`config.mk`:
```
export PLATFORM = sky130hd
export DESIGN_NAME = motor_ramp_seq
export DESIGN_NICKNAME = d
export VERILOG_FILES = /design/src/rtl/motor_ramp_seq.sv
export SDC_FILE = /design/constraint.sdc
export NUM_CORES = 1
export LEC_CHECK = 0
export BUFFER_PORTS_ARGS = -buffer_cell sky130_fd_sc_hd__buf_2
export CAP_MARGIN = 15
export CORE_MARGIN = 5
export CORE_UTILIZATION = 55
export DETAILED_ROUTE_END_ITERATION = 12
export GPL_TIMING_DRIVEN = 0
export PLACE_DENSITY = 0.73
export SLEW_MARGIN = 20
export SYNTH_ARGS = -nofsm -noshare
export SYNTH_HDL_FRONTEND = slang
export SYNTH_SLANG_ARGS = --single-unit
```
`constraint.sdc`:
```
create_clock -name clk -period 4.8 [get_ports clk]
set_input_delay 0.72 -clock clk [delete_from_list [all_inputs] [get_ports clk]]
set_output_delay 0.72 -clock clk [all_outputs]
set_load 0.005 [all_outputs]
```
`src/rtl/motor_ramp_seq.sv`:
```
// Slews left/right motor commands toward latched targets, brakes through zero, supports estop.
// Latency: outputs registered; targets seen by the tick one cycle after cmd_vld, one STEP per tick.
// Backpressure: none; cmd_vld always accepted, estop overrides commands while high.
module motor_ramp_seq #(
    parameter logic [9:0] STEP     = 10'd16,
    parameter int         TICK_DIV = 1024,
    parameter int         DWELL    = 4096
) (
    input  logic        clk,
    input  logic        rst_n,
    input  logic        cmd_vld,
    input  logic [10:0] cmd_lft,
    input  logic [10:0] cmd_rht,
    input  logic        estop,
    output logic [10:0] lft,
    output logic [10:0] rht,
    output logic        settled
);

    localparam int PW = $clog2(TICK_DIV);
    localparam int DW = (DWELL > 1) ? $clog2(DWELL) : 1;
    localparam logic [PW-1:0] PRE_MAX = PW'(TICK_DIV - 1);
    localparam logic [DW-1:0] DW_LOAD = DW'(DWELL - 1);

    typedef enum logic {ST_RUN, ST_DWELL} ch_state_t;

    // index 0 = left channel, index 1 = right channel
    ch_state_t      st_q   [2];
    ch_state_t      st_d   [2];
    logic           s_q    [2];
    logic           s_d    [2];
    logic [9:0]     m_q    [2];
    logic [9:0]     m_d    [2];
    logic [DW-1:0]  dw_q   [2];
    logic [DW-1:0]  dw_d   [2];
    logic [10:0]    tgt_q  [2];
    logic [10:0]    tgt_d  [2];
    logic [10:0]    cmd_n  [2];
    logic [10:0]    out_d  [2];
    logic [10:0]    up_sum [2];
    logic [10:0]    dn_lim [2];

    logic [PW-1:0]  pre_q;
    logic           tick;
    logic           settled_d;

    // A zero-magnitude target is stored as plain stop regardless of its sign bit
    assign cmd_n[0] = (cmd_lft[9:0] == 10'd0) ? 11'h000 : cmd_lft;
    assign cmd_n[1] = (cmd_rht[9:0] == 10'd0) ? 11'h000 : cmd_rht;

    assign tick = (pre_q == PRE_MAX);

    // Free-running ramp prescaler
    always_ff @(posedge clk or negedge rst_n) begin
        if (!rst_n) begin
            pre_q <= '0;
        end else if (tick) begin
            pre_q <= '0;
        end else begin
            pre_q <= pre_q + PW'(1);
        end
    end

    // Per-channel next state: estop, target latch, dwell countdown and ramp step
    always_comb begin
        for (int c = 0; c < 2; c++) begin
            st_d[c]   = st_q[c];
            s_d[c]    = s_q[c];
            m_d[c]    = m_q[c];
            dw_d[c]   = dw_q[c];
            tgt_d[c]  = tgt_q[c];
            // 11-bit sums so 1023 + STEP cannot wrap
            up_sum[c] = {1'b0, m_q[c]} + {1'b0, STEP};
            dn_lim[c] = {1'b0, tgt_q[c][9:0]} + {1'b0, STEP};

            if (estop) begin
                tgt_d[c] = 11'h000;
                m_d[c]   = 10'd0;
                st_d[c]  = ST_DWELL;
                dw_d[c]  = DW_LOAD;
            end else begin
                if (cmd_vld) begin
                    tgt_d[c] = cmd_n[c];
                end
                if (st_q[c] == ST_DWELL) begin
                    // Held in brake; ticks are ignored until the counter runs out
                    if (dw_q[c] == '0) begin
                        st_d[c] = ST_RUN;
                    end else begin
                        dw_d[c] = dw_q[c] - DW'(1);
                    end
                end else if (tick) begin
                    if (m_q[c] == 10'd0) begin
                        if (tgt_q[c][9:0] != 10'd0) begin
                            s_d[c] = tgt_q[c][10];
                            m_d[c] = (tgt_q[c][9:0] < STEP) ? tgt_q[c][9:0] : STEP;
                        end
                    end else if (tgt_q[c][10] != s_q[c]) begin
                        // Wrong direction: slow down toward zero first
                        m_d[c] = (m_q[c] > STEP) ? (m_q[c] - STEP) : 10'd0;
                    end else if (m_q[c] < tgt_q[c][9:0]) begin
                        m_d[c] = (up_sum[c] > {1'b0, tgt_q[c][9:0]}) ? tgt_q[c][9:0] : up_sum[c][9:0];
                    end else if (m_q[c] > tgt_q[c][9:0]) begin
                        m_d[c] = ({1'b0, m_q[c]} > dn_lim[c]) ? (m_q[c] - STEP) : tgt_q[c][9:0];
                    end
                    // Passing through zero always earns a brake dwell
                    if ((m_q[c] != 10'd0) && (m_d[c] == 10'd0)) begin
                        st_d[c] = ST_DWELL;
                        dw_d[c] = DW_LOAD;
                    end
                end
            end
            out_d[c] = (m_d[c] == 10'd0) ? 11'h000 : {s_d[c], m_d[c]};
        end
        settled_d = (st_d[0] == ST_RUN) && (st_d[1] == ST_RUN) &&
                    (out_d[0] == tgt_d[0]) && (out_d[1] == tgt_d[1]);
    end

    // Channel state, targets and registered outputs
    always_ff @(posedge clk or negedge rst_n) begin
        if (!rst_n) begin
            for (int c = 0; c < 2; c++) begin
                st_q[c]  <= ST_RUN;
                s_q[c]   <= 1'b0;
                m_q[c]   <= 10'd0;
                dw_q[c]  <= '0;
                tgt_q[c] <= 11'h000;
            end
            lft     <= 11'h000;
            rht     <= 11'h000;
            settled <= 1'b1;
        end else begin
            for (int c = 0; c < 2; c++) begin
                st_q[c]  <= st_d[c];
                s_q[c]   <= s_d[c];
                m_q[c]   <= m_d[c];
                dw_q[c]  <= dw_d[c];
                tgt_q[c] <= tgt_d[c];
            end
            lft     <= out_d[0];
            rht     <= out_d[1];
            settled <= settled_d;
        end
    end

endmodule

```
# Yosys cells after proc, flatten, opt, wreduce, memory -nomap -nowiden
# Index checks and enable logic that the tools add are counted.
# classes
add_sub_neg,9
order_cmp,12
eq_ne,7
mux,69
bitwise,2
n_reduce_logical,25
# op_table
operator,n
$mux 10,31
$mux 12,10
$mux 11,8
$logic_not 10->1,8
$add 10x5->11 const B,4
$reduce_bool 10->1,4
$logic_not 12->1,2
$sub 12x1->12 const B,2
$eq 11x11->1,2
$gt 10x11->1,2
$gt 11x10->1,2
$gt 10x10->1,2
$gt 10x5->1 const B,2
$lt 10x10->1,2
$lt 10x5->1 const B,2
$mux 1,20
$sub 10x5->10 const B,2
$reduce_bool 3->1,4
$add 10x1->10 const B,1
$eq 10x10->1 const B,1
$ne 3x3->1 const B,2
$reduce_and 3->1,2
$logic_and 1x1->1,5
$ne 1x1->1,2
$not 1->1,2
# totals
reg_bits,103
in_bits,26
output_inout_bits,23
wordCells,138

# Longest topological paths before layout
# depth
depth_word,20
depth_mapped,20
mapped_depth_nobuf,18

# Least setup slack after synthesis
# No wires, ideal clock.
# synth_timing
path_kind,register to register
start,reg m_q[4] in the netlist's numbering
end,reg settled
setup_ps,63
arrival_time_ps,4290
required_ps,4737
path_slack_ps,447
path_stages_with_launch,18
n_path_buf,2
period_less_slack_ps,4353
path_cell_list,dfrtp_1 > clkbuf_1 > inv_1 > ha_1 > ha_1 > o21ai_0 > nor2_1 > o21ai_0 > a21o_1 > clkbuf_1 > mux2_2 > a32oi_1 > nor3_1 > a311o_1 > or3_1 > o31a_1 > xnor2_1 > and4_1
# synth_rtl
item,line_no,source
"start, declared",32,logic [9:0] m_q [2];
"start signal, assigned by index",136,m_q[c] <= m_d[c];
"end signal, assigned",142,settled <= settled_d;
"end, declared",17,output logic settled

==> results.md <==
Detailed routing:
- The number of detailed-route iterations in the first pass is 6.
- In the routed design, unresolved DRC markers number 0.
- The detail-routed via count per cell is 6.72.
- The average detailed-routed wire length per instance is 21.8 µm.
- Once detail routing completed, the nets flagged for antenna violations numbered 0.
- The DRC violation total after the first TritonRoute iteration is 1,232.
- The total length of routed wires is 29,900 µm.
- Detailed routing inserted a total of 9,198 vias.

Pwr:
- The leakage power figure is 4.32 nW.
- The share of total power dissipated in combinational logic is 0.229.
- The cell-internal power is 1.41 mW.
- Of the total power, registers draw 0.430.
- The power dissipated by switching net loads is 685 µW.
- The share of total power consumed by net switching is 0.327.
- The portion of total power attributed to the clock network is 0.341.
- The power per standard cell area is 210 mW/mm².
- The peak ir drop on the vdd network is 0.231 mV.
- The power after layout is 2.10 mW.

Synthesis:
- The dominant cell type by area after synthesis is sky130_fd_sc_hd__dfrtp_1.
- After synthesis the netlist holds a flip-flop and latch count of 101.
- After synthesis, the cell types taking the most area are sky130_fd_sc_hd__dfrtp_1 29%, sky130_fd_sc_hd__ha_1 8.5%, sky130_fd_sc_hd__nor2_1 4.4%, sky130_fd_sc_hd__nand2_1 4.1%, sky130_fd_sc_hd__a21oi_1 4.0%.
- The number of synthesized flops with an enable pin is 0.
- Of the post-synthesis cell area, the dominant cell type holds 0.287.
- The instance count of the mapped netlist is 1,076.
- The share of synthesized area occupied by flip-flops and latches is 0.290.
- For this run, the number of Yosys warnings is 0.
- The mean instance size in the synthesized netlist is 8.09 µm².
- The synthesized netlist contains 82 unique library cells.
- The commonest register cell after synthesis is sky130_fd_sc_hd__dfrtp_1.
- The share of flip-flops with an asynchronous set or reset after synthesis is 1.00.
- The cell area after technology mapping is 0.00871 mm².
- When the netlist entered floorplanning its net count stood at 1,161.

Worst setup path:
- The highest cell delay on the worst timing path is 0.56 ns.
- The buffer and inverter count on the worst path is 1.
- The critical path goes through inv_1 > ha_1 > ha_1 > o21ai_0 > nor2_1 > o21ai_1 > a21o_4 > mux2_2 > a32oi_2 > nor3_1 > a311o_1 > or3_1 > o31a_1 > xnor2_1 > and4_1.
- The worst setup path is of the reg -> reg kind.
- The kind of launch point of the worst setup path is a flop.
- Broken down by cell family, the worst path's largest delay share belongs to compound AO/OA/AOI/OAI gates.
- The master of the slowest instance on the critical path is sky130_fd_sc_hd__dfrtp_2.
- The signal arrival time at the worst endpoint is 4.94 ns.
- The peak fanout along the critical path is 10.
- STA classifies the critical path endpoint as a flop.
- By instance count, the cell type seen most on the critical path is sky130_fd_sc_hd__ha_1.
- The required time of the critical path is 5.09 ns.

Place:
- OpenSTA, run right after detailed placement, puts the worst setup slack at -0.593 ns.
- The weighted congestion reported at the end of routability-driven placement is 1.04.
- Port buffering added 48 buffers.
- The area after detailed placement is 0.00925 mm².
- The half-perimeter wire length after detailed placement is 22,500 µm.
- Once placement completed, the tool counted placed cells totaling 1,341.

Clocking:
- The hold buffer count at cts is 0.
- The number of clock buffers added by TritonCTS is 9.
- After clock tree synthesis, the clock-pin slew on the worst setup and hold paths is 0.08 ns.
- The clock latency on the worst-skew pair is 0.36 ns.
- Counting along the longest clock path gives a buffer depth of 2.
- The clock root buffer master is sky130_fd_sc_hd__clkbuf_16.
- The CTS tree is built.
- The total number of H-tree levels is 3.
- For this design, the sink count on the clock tree is 101.

Hold path:
- The worst min-delay path category is in -> async.

STA:
- Measured against its own limit, the worst slew margin works out to 0.281.
- The post-route minimum period is 4.66 ns.
- The post-route clock skew is 0.0117 ns.
- The portion of the clock cycle consumed by the worst path in the final layout is 0.970.
- Setup slack closes at 0.142 ns.
- For the pin with the worst max-slew slack, the measured transition is 1.07 ns.
- The worst hold slack is 0.325 ns.
- The final count of pins violating max slew was 0.
- The count of endpoints failing setup in the final report is 0.
- Summed over all failing endpoints, the final setup total negative slack is 0 ns.
- The number of endpoints with negative hold slack in the final report is 0.
- Timing would allow up to 215 MHz.

Floorplan:
- After floorplanning, the core was sized to cover 0.0157 mm².
- The I/O pin count is 49.
- The y dimension of the die is 136 µm.
- The die covers 0.0184 mm².
- The die is 136 µm wide.
- The placement row count is 46.
- The starting utilization of the core area is 0.554.

GRT:
- The first global-routing pass estimated 46,100 µm of wire.
- The number of global-route vias before repair came to 8,331.
- The sum of overflow across all layers after global routing is 0.
- The number of antenna violations at the first check in global routing came to 0.
- The maximum number of pins on one net before global-route repair is 55.
- The combined global-route utilization of all metal layers is 0.320.

Cells and area:
- At the end of the flow, the number of nets in the layout was 1,234.
- Of the cells placed in the final design, the portion with a size suffix greater than 1 is 0.163.
- The core utilization of the finished layout is 0.634.
- The number of antenna diodes in the final layout is 0.
- The finished layout holds 1,369 standard cells, fillers aside.
- Relative to the synthesized area, the layout overhead comes to 14.5%.
- The finished cells cover 0.00997 mm².

Outcome:
- The flow ran to the end, and the final reports show no timing, DRC or antenna violations.

Flow run:
- Across the run, the number of max-cap violations was 0.
## cell usage after synthesis, types with 9 or more instances
library cell / n
sky130_fd_sc_hd__a31oi_1: 19
sky130_fd_sc_hd__nand2_1: 96
sky130_fd_sc_hd__nand3_1: 45
sky130_fd_sc_hd__xnor2_1: 26
sky130_fd_sc_hd__a21o_1: 10
sky130_fd_sc_hd__nor4_1: 17
sky130_fd_sc_hd__o21ai_0: 48
sky130_fd_sc_hd__inv_1: 48
sky130_fd_sc_hd__o211ai_1: 12
sky130_fd_sc_hd__nand2b_1: 12
sky130_fd_sc_hd__o21a_1: 9
sky130_fd_sc_hd__mux2i_1: 33
sky130_fd_sc_hd__nor2_1: 101
sky130_fd_sc_hd__a211oi_1: 24
sky130_fd_sc_hd__and3_1: 17
sky130_fd_sc_hd__dfrtp_1: 100
sky130_fd_sc_hd__or3_1: 27
sky130_fd_sc_hd__xor2_1: 17
sky130_fd_sc_hd__o31ai_1: 17
sky130_fd_sc_hd__nand4_1: 19
sky130_fd_sc_hd__a21oi_1: 70
sky130_fd_sc_hd__nor2b_1: 10
sky130_fd_sc_hd__nor3_1: 41
sky130_fd_sc_hd__ha_1: 59
sky130_fd_sc_hd__clkbuf_1: 37
## path summary, 6_finish.rpt
kind / startpoint / endpoint / slack, ns / cells past startpoint
setup / recovery: m_q[5] / settled / 0.14 / 15
hold / removal: rst_n / rht[2] / 0.33 / 1
setup reg to reg: m_q[5] / settled / 0.14 / 15
hold reg to reg: dw_q[16] / dw_q[16] / 0.48 / 1
max in group asynchronous: rst_n / settled / 3.77 / 2
min in group clk: dw_q[16] / dw_q[16] / 0.48 / 1
## kinds of logic after synthesis
kind of cell	Yosys count	synth area share
simple gates	429	0.248
compound gates	304	0.240
flops	101	0.290
buf+inv	100	0.0460
fa+ha+maj	59	0.0848
xor+xnor	43	0.0432
mux	40	0.0470
## power by group through the flow
stage	Sequential, mW	Clock [mW]	Combinational (mW)
finish	0.902	0.714	0.481
global route	0.904	0.763	0.515
CTS	0.898	0.724	0.438
detailed placement	0.909	0	0.429
global placement	0.909	0	0.424
floorplan	0.900	0	0.295
## layout make-up
cell class | count | area, µm²
Timing Repair Buffer | 68 | 417
Clock inverter | 5 | 43.8
Clock buffer | 10 | 239
Fill cell | 1394 | 5740
Sequential cell | 101 | 2550
Multi-Input combinational cell | 875 | 6040
Buffer | 46 | 236
Inverter | 48 | 180
Tap cell | 216 | 270
## sequential cells by signal (all words and copies together), names as in the netlist
signal	cells
dw_q	24
lft	10
m_q	19
pre_q	10
rht	11
s_q	2
settled	1
st_q	2
tgt_q	22
## placed cells by master, fill, tap and decap left out, types with 6 or more instances in the layout
master                      netlist  routed
sky130_fd_sc_hd__a211oi_1        24      21
sky130_fd_sc_hd__a21o_1          10       9
sky130_fd_sc_hd__a21oi_1         70      67
sky130_fd_sc_hd__a22oi_1          7       6
sky130_fd_sc_hd__a311o_1          6       6
sky130_fd_sc_hd__a31oi_1         19      18
sky130_fd_sc_hd__and3_1          17      16
sky130_fd_sc_hd__and4_1           7       7
sky130_fd_sc_hd__buf_2            7      53
sky130_fd_sc_hd__buf_4            2      23
sky130_fd_sc_hd__clkbuf_1        37      22
sky130_fd_sc_hd__clkbuf_16        0       9
sky130_fd_sc_hd__dfrtp_1        100      85
sky130_fd_sc_hd__dfrtp_2          0      15
sky130_fd_sc_hd__ha_1            59      58
sky130_fd_sc_hd__inv_1           48      46
sky130_fd_sc_hd__mux2_2           7       6
sky130_fd_sc_hd__mux2i_1         33      33
sky130_fd_sc_hd__nand2_1         96      96
sky130_fd_sc_hd__nand2b_1        12      12
sky130_fd_sc_hd__nand3_1         45      44
sky130_fd_sc_hd__nand3b_1         6       6
sky130_fd_sc_hd__nand4_1         19      19
sky130_fd_sc_hd__nor2_1         101      99
sky130_fd_sc_hd__nor2b_1         10       8
sky130_fd_sc_hd__nor3_1          41      38
sky130_fd_sc_hd__nor4_1          17      12
sky130_fd_sc_hd__o211ai_1        12      12
sky130_fd_sc_hd__o21a_1           9       9
sky130_fd_sc_hd__o21ai_0         48      43
sky130_fd_sc_hd__o31a_1           6       6
sky130_fd_sc_hd__o31ai_1         17      16
sky130_fd_sc_hd__or2_2            7       7
sky130_fd_sc_hd__or3_1           27      26
sky130_fd_sc_hd__xnor2_1         26      25
sky130_fd_sc_hd__xor2_1          17      17
## metal layers
metal	track usage	wire length, µm
met1	0.486	13200
met2	0.449	12300
met3	0.0918	3680
met4	0.0717	666
met5	0	0
## worst register-to-register path: cells and delay by family, from the launching register on
family	cells	cell delay (ns)
AOI/OAI and AO/OA	6	1.73
xor gates and xnor gates	1	0.19
adders and majority gates	2	0.77
buffers and inverters	1	0.24
DFF	1	0.56
muxes	1	0.35
and+or+nand+nor	4	0.75
## repair_timing
item | in CTS | in global routing
pin swaps | 4 | 9
buffers inserted | 5 | 14
endpoints found under the setup margin | 25 | 25
resized for setup | 43 | 51
Note: power is estimated with default switching activity, not from simulation.
